===== src/rtl/stdp_update.sv =====
// STDP weight update engine: after each gamma cycle, read-modify-write every synapse of the winner.
// Optional STDP_BACKOFF_EN: non-spiking inputs of a firing column are depressed instead of held.
`ifndef NEURONS_PER_LAYER
`define NEURONS_PER_LAYER 4
`endif
`ifndef TIME_PERIOD
`define TIME_PERIOD 16
`endif

module stdp_update #(
  parameter int NUM_INPUTS  = 16,
  parameter int NUM_NEURONS = `NEURONS_PER_LAYER,
  parameter int TW          = $clog2(`TIME_PERIOD),
  parameter int WB          = 3,
  localparam int NW = (NUM_NEURONS > 1) ? $clog2(NUM_NEURONS) : 1,
  localparam int AW = ((NUM_NEURONS * NUM_INPUTS) > 1) ? $clog2(NUM_NEURONS * NUM_INPUTS) : 1,
  localparam int IW = (NUM_INPUTS > 1) ? $clog2(NUM_INPUTS) : 1
) (
  input  logic                     clk,
  input  logic                     rst_l,
  input  logic                     start,
  input  logic                     output_spike,
  input  logic [TW-1:0]            output_spike_time,
  input  logic [NW-1:0]            winning_neuron,
  input  logic [NUM_INPUTS-1:0]    in_spiked,
  input  logic [NUM_INPUTS*TW-1:0] in_times,
  output logic [AW-1:0]            rd_addr,
  input  logic [WB-1:0]            rd_data,
  output logic                     wr_en,
  output logic [AW-1:0]            wr_addr,
  output logic [WB-1:0]            wr_data,
  output logic                     busy,
  output logic                     done
);

  localparam logic [WB-1:0] WMAX = {WB{1'b1}};

  typedef enum logic [1:0] {IDLE, READ, MODIFY, DONE} state_t;

  state_t                  state, next_state;
  logic [IW-1:0]           idx;
  logic                    spike_q;
  logic [TW-1:0]           t_out_q;
  logic [NW-1:0]           win_q;
  logic [NUM_INPUTS-1:0]   spiked_q;
  logic [NUM_INPUTS*TW-1:0] times_q;
  logic [AW-1:0]           addr;
  logic [TW-1:0]           t_in;
  logic                    last;
  logic [WB-1:0]           w_new;

  always_ff @(posedge clk or negedge rst_l) begin
    if (!rst_l) state <= IDLE;
    else        state <= next_state;
  end

  // Inputs are frozen at start so the whole pass sees one consistent gamma cycle.
  always_ff @(posedge clk or negedge rst_l) begin
    if (!rst_l) begin
      idx      <= '0;
      spike_q  <= 1'b0;
      t_out_q  <= '0;
      win_q    <= '0;
      spiked_q <= '0;
      times_q  <= '0;
    end else if (state == IDLE && start) begin
      idx      <= '0;
      spike_q  <= output_spike;
      t_out_q  <= output_spike_time;
      win_q    <= winning_neuron;
      spiked_q <= in_spiked;
      times_q  <= in_times;
    end else if (state == MODIFY) begin
      idx <= last ? '0 : idx + IW'(1);
    end
  end

  assign last = (idx == IW'(NUM_INPUTS - 1));
  assign addr = AW'(win_q) * AW'(NUM_INPUTS) + AW'(idx);
  assign t_in = times_q[idx*TW +: TW];

  always_comb begin
    next_state = state;
    case (state)
      IDLE:    if (start) next_state = output_spike ? READ : DONE;
      READ:    next_state = MODIFY;
      MODIFY:  next_state = last ? DONE : READ;
      DONE:    next_state = IDLE;
      default: next_state = IDLE;
    endcase
  end

  // Saturating potentiate/depress; rd_data is the weight addressed during the preceding READ.
  always_comb begin
    w_new = rd_data;
    if (spiked_q[idx]) begin
      if (t_in <= t_out_q) w_new = (rd_data == WMAX) ? rd_data : rd_data + WB'(1);
      else                 w_new = (rd_data == '0)   ? rd_data : rd_data - WB'(1);
    end else begin
`ifdef STDP_BACKOFF_EN
      if (spike_q) w_new = (rd_data == '0) ? rd_data : rd_data - WB'(1);
`else
      w_new = rd_data;
`endif
    end
  end

  assign rd_addr = (state == READ) ? addr : '0;
  assign wr_en   = (state == MODIFY);
  assign wr_addr = wr_en ? addr : '0;
  assign wr_data = wr_en ? w_new : '0;
  assign busy    = (state == READ) || (state == MODIFY);
  assign done    = (state == DONE);

endmodule


===== config.mk =====
export PLATFORM = sky130hd
export DESIGN_NAME = stdp_update
export DESIGN_NICKNAME = d
export VERILOG_FILES = /design/src/rtl/stdp_update.sv
export SDC_FILE = /design/constraint.sdc
export NUM_CORES = 1
export LEC_CHECK = 0
export ABC_AREA = 1
export CAP_MARGIN = 20
export CORE_ASPECT_RATIO = 0.5
export CORE_MARGIN = 2
export CORE_UTILIZATION = 50
export DETAILED_ROUTE_END_ITERATION = 7
export PLACE_DENSITY = 0.88
export RECOVER_POWER = 50
export SYNTH_ARGS = -nofsm -noshare
export SYNTH_HDL_FRONTEND = slang
export SYNTH_SLANG_ARGS = --single-unit

===== constraint.sdc =====
create_clock -name clk -period 3.3 [get_ports clk]
set_input_delay 0.99 -clock clk [delete_from_list [all_inputs] [get_ports clk]]
set_output_delay 0.99 -clock clk [all_outputs]
set_load 0.03 [all_outputs]

## Word level (Yosys, flattened, before mapping)

Cells that the tools add are included.

| storage, ports and cells | value |
|---|---|
| register bits after elaboration | 92 |
| input bits | 93 |
| output and inout port bits | 18 |

| cells by class | value |
|---|---|
| $add $sub $neg | 4 |
| $lt $le $gt $ge | 2 |
| equality and inequality tests | 6 |
| shift-type cells | 1 |
| muxes and demuxes | 16 |
| reductions and logical operators | 5 |

Operators by type and width:

| kind | number |
|---|---|
| $shiftx 64x7->4 | 1 |
| $mux 3 | 5 |
| $mux 4 | 3 |
| $mux 6 | 2 |
| $pmux 2 s4 | 1 |
| $add 6x4->6 | 1 |
| $mux 2 | 3 |
| $lt 4x5->1 const B | 1 |
| $add 4x1->4 const B | 1 |
| $bmux 1 s4 | 1 |
| $eq 2x2->1 const B | 2 |
| $eq 4x4->1 const B | 1 |
| $le 4x4->1 | 1 |
| $add 3x1->3 const B | 1 |
| $eq 3x3->1 const B | 1 |
| $logic_not 3->1 | 1 |
| $sub 3x1->3 const B | 1 |
| $eq 2x1->1 const B | 1 |
| $logic_not 2->1 | 1 |
| $ne 2x2->1 const B | 1 |
| $reduce_bool 2->1 | 1 |
| $logic_and 1x1->1 | 1 |
| $logic_or 1x1->1 | 1 |
| $mux 1 | 1 |

## Depth between registers and ports, before layout

Gate-level depths: netlist of run 1.

| logic depth | value |
|---|---|
| word-level depth | 5 |
| gate-level depth with buffers | 20 |

## Worst setup path after synthesis of run 1

OpenSTA, ideal clock, no wires.

| timing path | value |
|---|---|
| path type | flip-flop to output port |
| start | register idx[0] |
| end | output wr_data[2] |
| arrival | 2347 ps |
| required time | 2310 ps |
| path slack | -37 ps |
| cell stages (with the launch flop) | 18 |
| cell sequence | dfrtp_1 -> inv_1 -> buf_2 -> buf_2 -> nor2_1 -> o22ai_1 -> o21ai_0 -> o21ai_0 -> ha_1 -> nand2_1 -> inv_1 -> nand2_1 -> nand2_1 -> nand2_1 -> o21ai_0 -> nand2_1 -> nor2_1 -> nor2_1 |

| on the way | value |
|---|---|
| cells in the longest elaborated chain, start to end | 5 |

RTL lines:

| what | line | source |
|---|---|---|
| from (decl) | 41 | `logic [IW-1:0] idx;` |
| from (signal assigned) | 74 | `idx <= last ? '0 : idx + IW'(1);` |
| $shiftx 64x7->4 | 80 | `assign t_in = times_q[idx*TW +: TW];` |
| $le 4x4->1 | 97 | `if (t_in <= t_out_q) w_new = (rd_data == WMAX) ? rd_data : rd_data + WB'(1);` |
| $mux 3 | 97 |  |
| $mux 3 * | 96 | `if (spiked_q[idx]) begin` |
| $mux 3 * | 111 | `assign wr_data = wr_en ? w_new : '0;` |
| to (decl) | 31 | `output logic [WB-1:0] wr_data,` |

Mark *: on every way between the ends. The rest lies on a longest branch, timed or not. The select of a mux whose other input is x is not followed.

## Worst setup path after layout of run 1

Ends and elaborated chain as after synthesis.

==> out/results.tsv, run 1 <==
stage	metric	value	unit
run_status	outcome	complete, but fails checks	
run_status	violations	negative setup slack	
yosys	synth.net_count	735	
clock_network	cts_inserted_buffers	9	
global_route	grt_max_degree	68	
yosys	synth.distinct_cells	22	
place	finalWeightedCongestion	0.870	
global_route	globalRouteOverflowTotal	0	
flow_run	maxCapViolCount	0	
yosys	synth_seq_cells	92	
worst_setup_path	critical_path.endpoint_type	output port	
worst_setup_path	critPathMaxFanout	6	
global_route	track_usage	0.292	
place	dpl.hpwl	9360	um
timing	fin_skew	8.19	ps
place	pre_cts_slack	-269	ps
clock_network	hold_buffers	0	
cells_and_area	nets	867	
power_and_ir_drop	p_leak	3.35	nW
worst_setup_path	crit_arrival	2860	ps
power_and_ir_drop	total_power	6.82	mW
yosys	synth-seq-area-share	0.494	
timing	clock.fmax	259	MHz
global_route	antenna_found_initial	0	
detailed_routing	drt-total-wl	15400	um
timing	post-route-period-util	1.17	
floorplan	pin_count	111	
clock_network	clk_pin_slew	70	ps
detailed_routing	drtIter0Drc	551	
timing	setup_viol	3	
cells_and_area	final_cell_area	6700	um^2
floorplan	die_x	141	um
place	io_buffers	110	
worst_setup_path	path_class	reg2out	
min_path	hold_path_class	reg2reg	
yosys	ys_warn_count	0	
power_and_ir_drop	p_per_area	1020	nW/um^2
worst_setup_path	worstSetupStartpointType	register	
worst_setup_path	critPathRequiredTime	2310	ps
clock_network	cts_sinks	92	
clock_network	clockBufferDepth	2	
detailed_routing	via_count	4936	
yosys	netlist_area	4660	um^2
detailed_routing	firstDrtPassIters	7	
cells_and_area	antenna_cells	0	
clock_network	h-tree-depth	3	
detailed_routing	vias_per_cell	5.59	
clock_network	cts_tree	yes	
timing	fin_setup_tns	-1620	ps
floorplan	initial_core_util	0.525	
cells_and_area	final_util	0.754	
clock_network	cts-root-buf	clkbuf_16	
yosys	avgSynthCellArea	7.41	um^2
timing	tightest_slew	1260	ps
timing	hold_viol	0	
global_route	grt_pass1_wl	22700	um
timing	min_period	3850	ps
detailed_routing	ant_nets	0	
cells_and_area	drive_gt1_frac	0.145	
cells_and_area	final_common_cell	nand2_1	
timing	rsz0062_at_grt	yes	
floorplan	die_h	72.3	um
floorplan	fp-row-count	24	
cells_and_area	syn2layout_area_growth	43.6	%
floorplan	die_area	10200	um^2
floorplan	core_area	8890	um^2
detailed_routing	wl_per_cell	17.5	um
cells_and_area	layout_common_cells	nand2_1, clkdlybuf4s50_1, dfrtp_1	
timing	fin_ws	-554	ps
global_route	grt_pass1_vias	4663	
timing	max-slew-margin-rel	0.163	
place	post_dp_cell_area	6030	um^2
power_and_ir_drop	ir_drop	0.000428	V
timing	slew_violations	0	
yosys	synthCells	629	
clock_network	clk_latency	350	ps
detailed_routing	remaining_drc_errors	0	
==> Yosys cell counts, drive strengths merged <==
library cell | number | area (um^2)
nor3 | 2 | 10.0
o211ai | 8 | 60.1
buf | 20 | 98.9
ha | 13 | 163
nor2 | 32 | 128
a21oi | 14 | 70.1
nand3 | 18 | 90.1
o22ai | 4 | 25.0
nand4 | 6 | 37.5
a221oi | 1 | 8.76
xor2 | 3 | 26.3
clkbuf | 13 | 48.8
nand2 | 294 | 1110
inv | 51 | 191
o21ai | 56 | 280
dfrtp | 92 | 2300
a211oi | 2 | 15.0
==> registers in the layout, summed over array words and instances, names as in the netlist <==
register  flops
times_q      64
spiked_q     16
idx           4
t_out_q       4
state         2
win_q         2
==> final timing paths <==
kind | start | end | slack (ps) | depth (start not counted)
setup / recovery | idx[0]$_DFFE_PN0P_ | wr_data[2] | -550 | 17
hold / removal | times_q[16]$_DFFE_PN0P_ | times_q[16]$_DFFE_PN0P_ | 480 | 2
setup reg to reg | state[0]$_DFFE_PN0P_ | times_q[34]$_DFFE_PN0P_ | 1490 | 6
hold reg to reg | times_q[16]$_DFFE_PN0P_ | times_q[16]$_DFFE_PN0P_ | 480 | 2
max in group asynchronous | rst_l | idx[1]$_DFFE_PN0P_ | 940 | 2
min in group asynchronous | rst_l | times_q[21]$_DFFE_PN0P_ | 910 | 1
==> logic make-up after synthesis <==
family                     count (synthesis)  share of synthesized area
adders and majority gates                 13                     0.0349
xor gates and xnor gates                   3                    0.00564
AOI/OAI and AO/OA                         85                     0.0985
and+or+nand+nor                          352                      0.295
DFF                                       92                      0.494
buffers and inverters                     84                     0.0727
==> stage by stage <==
stage | hold WS, ps | instances
3_3_place_gp | 460 | 853
6_report | 481 | 883
3_5_place_dp | 459 | 853
2_1_floorplan | 444 | 629
4_1_cts | 478 | 879
5_1_grt | 495 | 883
==> worst max-delay path: stages (launching register included) <==
cell	delay, ps
dfrtp_1	400
buf_6	150
buf_12	140
buf_4	130
o21ai_2	190
o211ai_1	140
nand4_1	150
nand2_2	140
ha_4	310
nand2_1	40
nand2_1	70
nand2_2	60
nand2_4	80
nand4_1	90
nand2_1	100
nor2_2	40
nor2_2	130
buf_6	140
==> layout make-up <==
cell class,instances,area (um^2)
fillers,573,2190
clock inverters,5,60.1
well taps,117,146
repair buffers,154,1540
clock buffers,11,253
inverters,51,191
multi-input cells,453,2200
flip-flops and latches,92,2300
==> report_power, final <==
part | internal (mW) | switching, mW | leakage, nW | total, mW
sequential | 1.66 | 0.354 | 1.14 | 2.01
combinational | 1.51 | 2.22 | 2.06 | 3.73
clock | 0.630 | 0.446 | 0.152 | 1.08
total | 3.80 | 3.02 | 3.35 | 6.82
==> routing by layer <==
layer | vias to the layer above | global-route usage | share of wire | wire length [um]
met5 | - | 0 | 0 | 0
met2 | 335 | 0.479 | 0.46 | 7160
met3 | 107 | 0.0964 | 0.11 | 1670
met1 | 2267 | 0.370 | 0.38 | 5860
li1 | 2227 | - | - | -
met4 | 0 | 0.103 | 0.048 | 734
==> timing repair <==
action                     CTS  global route
pin swaps                   18            29
setup endpoints to repair    8             4
gates cloned                 2             1
resized for setup           49            28
setup buffers                8             3
No activity file was read; power rests on OpenSTA's default activity.
==> run 2, diff against run 1 <==
ABC_AREA = unset   (was 1)
PLACE_DENSITY = 0.89   (was 0.88)
==> run 2 against run 1 <==
Effect of this change:
- the flow still finishes with violations (negative setup slack)
- non-clock buffer count is 9 lower
- clock skew is 0.63 ps higher
- synthesized area is 3.3% lower
- utilization is 1.7 points lower
- synthesized cell count is 47% lower
- critical path depth is 4 lower
- sequential share of layout area is 1.4 points higher
- wire length is 21% lower
- highest routed layer unchanged
==> out/results.tsv, run 2 <==
stage	metric	value	unit
run_status	outcome	complete, but fails checks	
run_status	violations	negative setup slack	
detailed_routing	drtIter0Drc	214	
floorplan	die_x	138	um
global_route	grt_pass1_wl	18700	um
worst_setup_path	critPathRequiredTime	2310	ps
place	dpl.hpwl	7870	um
global_route	globalRouteOverflowTotal	0	
worst_setup_path	critPathBufInv	3	
timing	tightest_slew	1450	ps
detailed_routing	vias_per_cell	5.80	
min_path	hold_depth	1	
worst_setup_path	crit_top_cell	buf_4	
global_route	antenna_found_initial	0	
worst_setup_path	rr_endpoint	times_q[57]$_DFFE_PN0P_	
clock_network	clk_latency	350	ps
detailed_routing	ant_nets	0	
yosys	yosysTopAreaCell	dfrtp_1	
floorplan	pin_count	111	
timing	post-route-period-util	1.31	
yosys	synth.area.top_cells	dfrtp_1, mux2_2, mux4_2	
worst_setup_path	r2r-start	state[0]$_DFFE_PN0P_	
cells_and_area	fillers	521	
detailed_routing	via_count	3413	
yosys	synth_adder_area_share	0.0361	
worst_setup_path	crit_family	simple AND/OR/NAND/NOR gates	
yosys	ys_warn_count	0	
timing	rsz0062_at_grt	yes	
detailed_routing	routed.top_layer	met4	
detailed_routing	remaining_drc_errors	0	
place	placedCellCount	570	
clock_network	h-tree-depth	3	
yosys	avgSynthCellArea	13.6	um^2
yosys	synth_mux_area_frac	0.315	
yosys	netlist_area	4510	um^2
timing	min_period	4310	ps
cells_and_area	drive_gt1_frac	0.374	
min_path	hold_path.startpoint	spiked_q[9]$_DFFE_PN0P_	
clock_network	cts-root-buf	clkbuf_16	
timing	setup_viol	3	
yosys	synth-seq-area-share	0.511	
worst_setup_path	cpMaxStageDelayCell	or4_4	
place	io_buffers	110	
detailed_routing	wl_per_cell	20.7	um
clock_network	cts_tree	yes	
worst_setup_path	r2r_cells	5	
cells_and_area	layout_common_cells	clkdlybuf4s50_1, dfrtp_1, mux2_2	
worst_setup_path	cp.depth	13	
worst_setup_path	critPathMaxFanout	6	
timing	fin_ws	-1010	ps
yosys	synthArstFlopShare	1.00	
worst_setup_path	r2r_setup_slack	590	ps
floorplan	fp-row-count	24	
cells_and_area	syn2layout_area_growth	42.8	%
power_and_ir_drop	total_power	6.24	mW
place	finalWeightedCongestion	0.896	
power_and_ir_drop	ir_drop	0.000693	V
yosys	synthCells	331	
floorplan	die_area	9840	um^2
yosys	synth_top_area_frac	0.511	
clock_network	clk_pin_slew	70	ps
clock_network	cts_sinks	92	
floorplan	core_area	8740	um^2
yosys	yosysMostFrequentCell	dfrtp_1	
timing	hold_viol	0	
yosys	synth_compound_area_frac	0.0611	
floorplan	die_h	71.1	um
timing	max-slew-margin-rel	0.0352	
timing	slew_violations	0	
detailed_routing	firstDrtPassIters	4	
global_route	grt_pass1_vias	3580	
cells_and_area	top_regs	times_q (64), spiked_q (16)	
yosys	synth_xor_area_frac	0.00194	
yosys	synth.net_count	437	
timing	clock.fmax	232	MHz
cells_and_area	top_register	times_q	
yosys	synth_top_family_by_area	multiplexers	
timing	fin_skew	8.82	ps
power_and_ir_drop	p_per_area	970	nW/um^2
yosys	synth_ff_type	dfrtp_1	
worst_setup_path	worstSetupStartpointType	register	
detailed_routing	wl_met2	6150	um
yosys	synthSimpleGateAreaFrac	0.0477	
cells_and_area	stdcell_count	588	
clock_network	cts_inserted_buffers	9	
global_route	track_usage	0.251	
worst_setup_path	crit_arrival	3320	ps
detailed_routing	drt-total-wl	12200	um
clock_network	clockBufferDepth	2	
yosys	synth.distinct_cells	36	
floorplan	initial_core_util	0.516	
power_and_ir_drop	p_leak	2.71	nW
cells_and_area	final_common_cell	clkdlybuf4s50_1	
worst_setup_path	critical_path.endpoint_type	output port	
yosys	synth_edf_count	0	
global_route	grt_max_degree	54	
worst_setup_path	crit_chain	buf_4 > mux2i_1 > a221oi_1 > buf_4 > o21ai_1 > nand2_2 > ha_4 > nand4b_1 > nand3_2 > a21oi_1 > or4_4 > a21oi_4 > buf_4	
cells_and_area	largest_reg_flops	64	
worst_setup_path	path_class	reg2out	
yosys	synth_seq_cells	92	
worst_setup_path	slowest_delay	500	ps
yosys	synth_common_cells	dfrtp_1, mux2_2, mux2i_1, clkbuf_1	
flow_run	maxCapViolCount	0	
detailed_routing	wl_met3	863	um
min_path	hold-path-endpoint	spiked_q[9]$_DFFE_PN0P_	
min_path	hold_path_class	reg2reg	
cells_and_area	nets	572	
detailed_routing	wl_met1	4760	um
cells_and_area	antenna_cells	0	
[run 2: worst max path at each step]
stage	start	end	slack [ps]
after global routing	idx[0]$_DFFE_PN0P_	wr_data[0]	-1160
after detailed placement	idx[0]$_DFFE_PN0P_	wr_data[0]	-640
final	idx[0]$_DFFE_PN0P_	wr_data[0]	-1010
after floorplan	idx[0]$_DFFE_PN0P_	wr_data[0]	-420
after global placement	idx[0]$_DFFE_PN0P_	wr_data[0]	-560
after CTS	idx[0]$_DFFE_PN0P_	wr_data[0]	-940
[run 2: what timing repair did]
| action | 4_1_cts | 5_1_grt |
|---|---|---|
| setup buffers | 2 | 0 |
| resized for setup | 13 | 7 |
| setup endpoints to repair | 4 | 3 |
| pin swaps | 8 | 0 |
| hold buffers | 0 | 0 |
| gates cloned | 0 | 0 |
[run 2: layer usage]
metal | up-vias | track usage
met5 | - | 0
met4 | 0 | 0.0930
met3 | 43 | 0.0921
met2 | 152 | 0.435
met1 | 1730 | 0.293
li1 | 1488 | -
[run 2: layout make-up]
| type | instances | area [um^2] | share of cell area |
|---|---|---|---|
| tap | 117 | 146 | 0.0227 |
| multi-input combinational | 209 | 2240 | 0.348 |
| clock buffer | 13 | 270 | 0.0420 |
| timing repair buffer | 145 | 1400 | 0.218 |
| inverter | 9 | 33.8 | 0.00525 |
| sequential | 92 | 2300 | 0.358 |
| clock inverter | 3 | 43.8 | 0.00680 |
[run 2: cell families after synthesis]
| family | after synthesis |
|---|---|
| buf+inv | 30 |
| flops | 92 |
| xor+xnor | 1 |
| simple gates | 41 |
| mux | 116 |
| fa+ha+maj | 13 |
| compound gates | 38 |
[run 2: worst reg2reg max path: cells and delay by family, from the launching register on]
kind | cells | cell delay (ps)
muxes | 1 | 380
and+or+nand+nor | 1 | 1100
DFF | 1 | 390
buffers and inverters | 2 | 550
adders and majority gates | 1 | 180
[run 2: metrics by stage]
stage / instance area [um^2] / hold WS (ps) / worst slack (ps) / setup TNS (ps) / utilization
5_1_grt: 6440 / 525 / -1160 / -3340 / 0.737
6_report: 6440 / 504 / -1010 / -2860 / 0.737
3_3_place_gp: 6040 / 485 / -557 / -1530 / 0.691
3_5_place_dp: 6040 / 492 / -644 / -1790 / 0.691
2_1_floorplan: 4610 / 475 / -423 / -1010 / -
4_1_cts: 6430 / 506 / -937 / -2640 / 0.736
[run 2: power breakdown]
| part | total, mW | internal, mW | switching [mW] |
|---|---|---|---|
| Sequential | 2.08 | 1.70 | 0.371 |
| Combinational | 3.11 | 1.67 | 1.43 |
| Clock | 1.06 | 0.649 | 0.412 |
| Total | 6.24 | 4.03 | 2.22 |
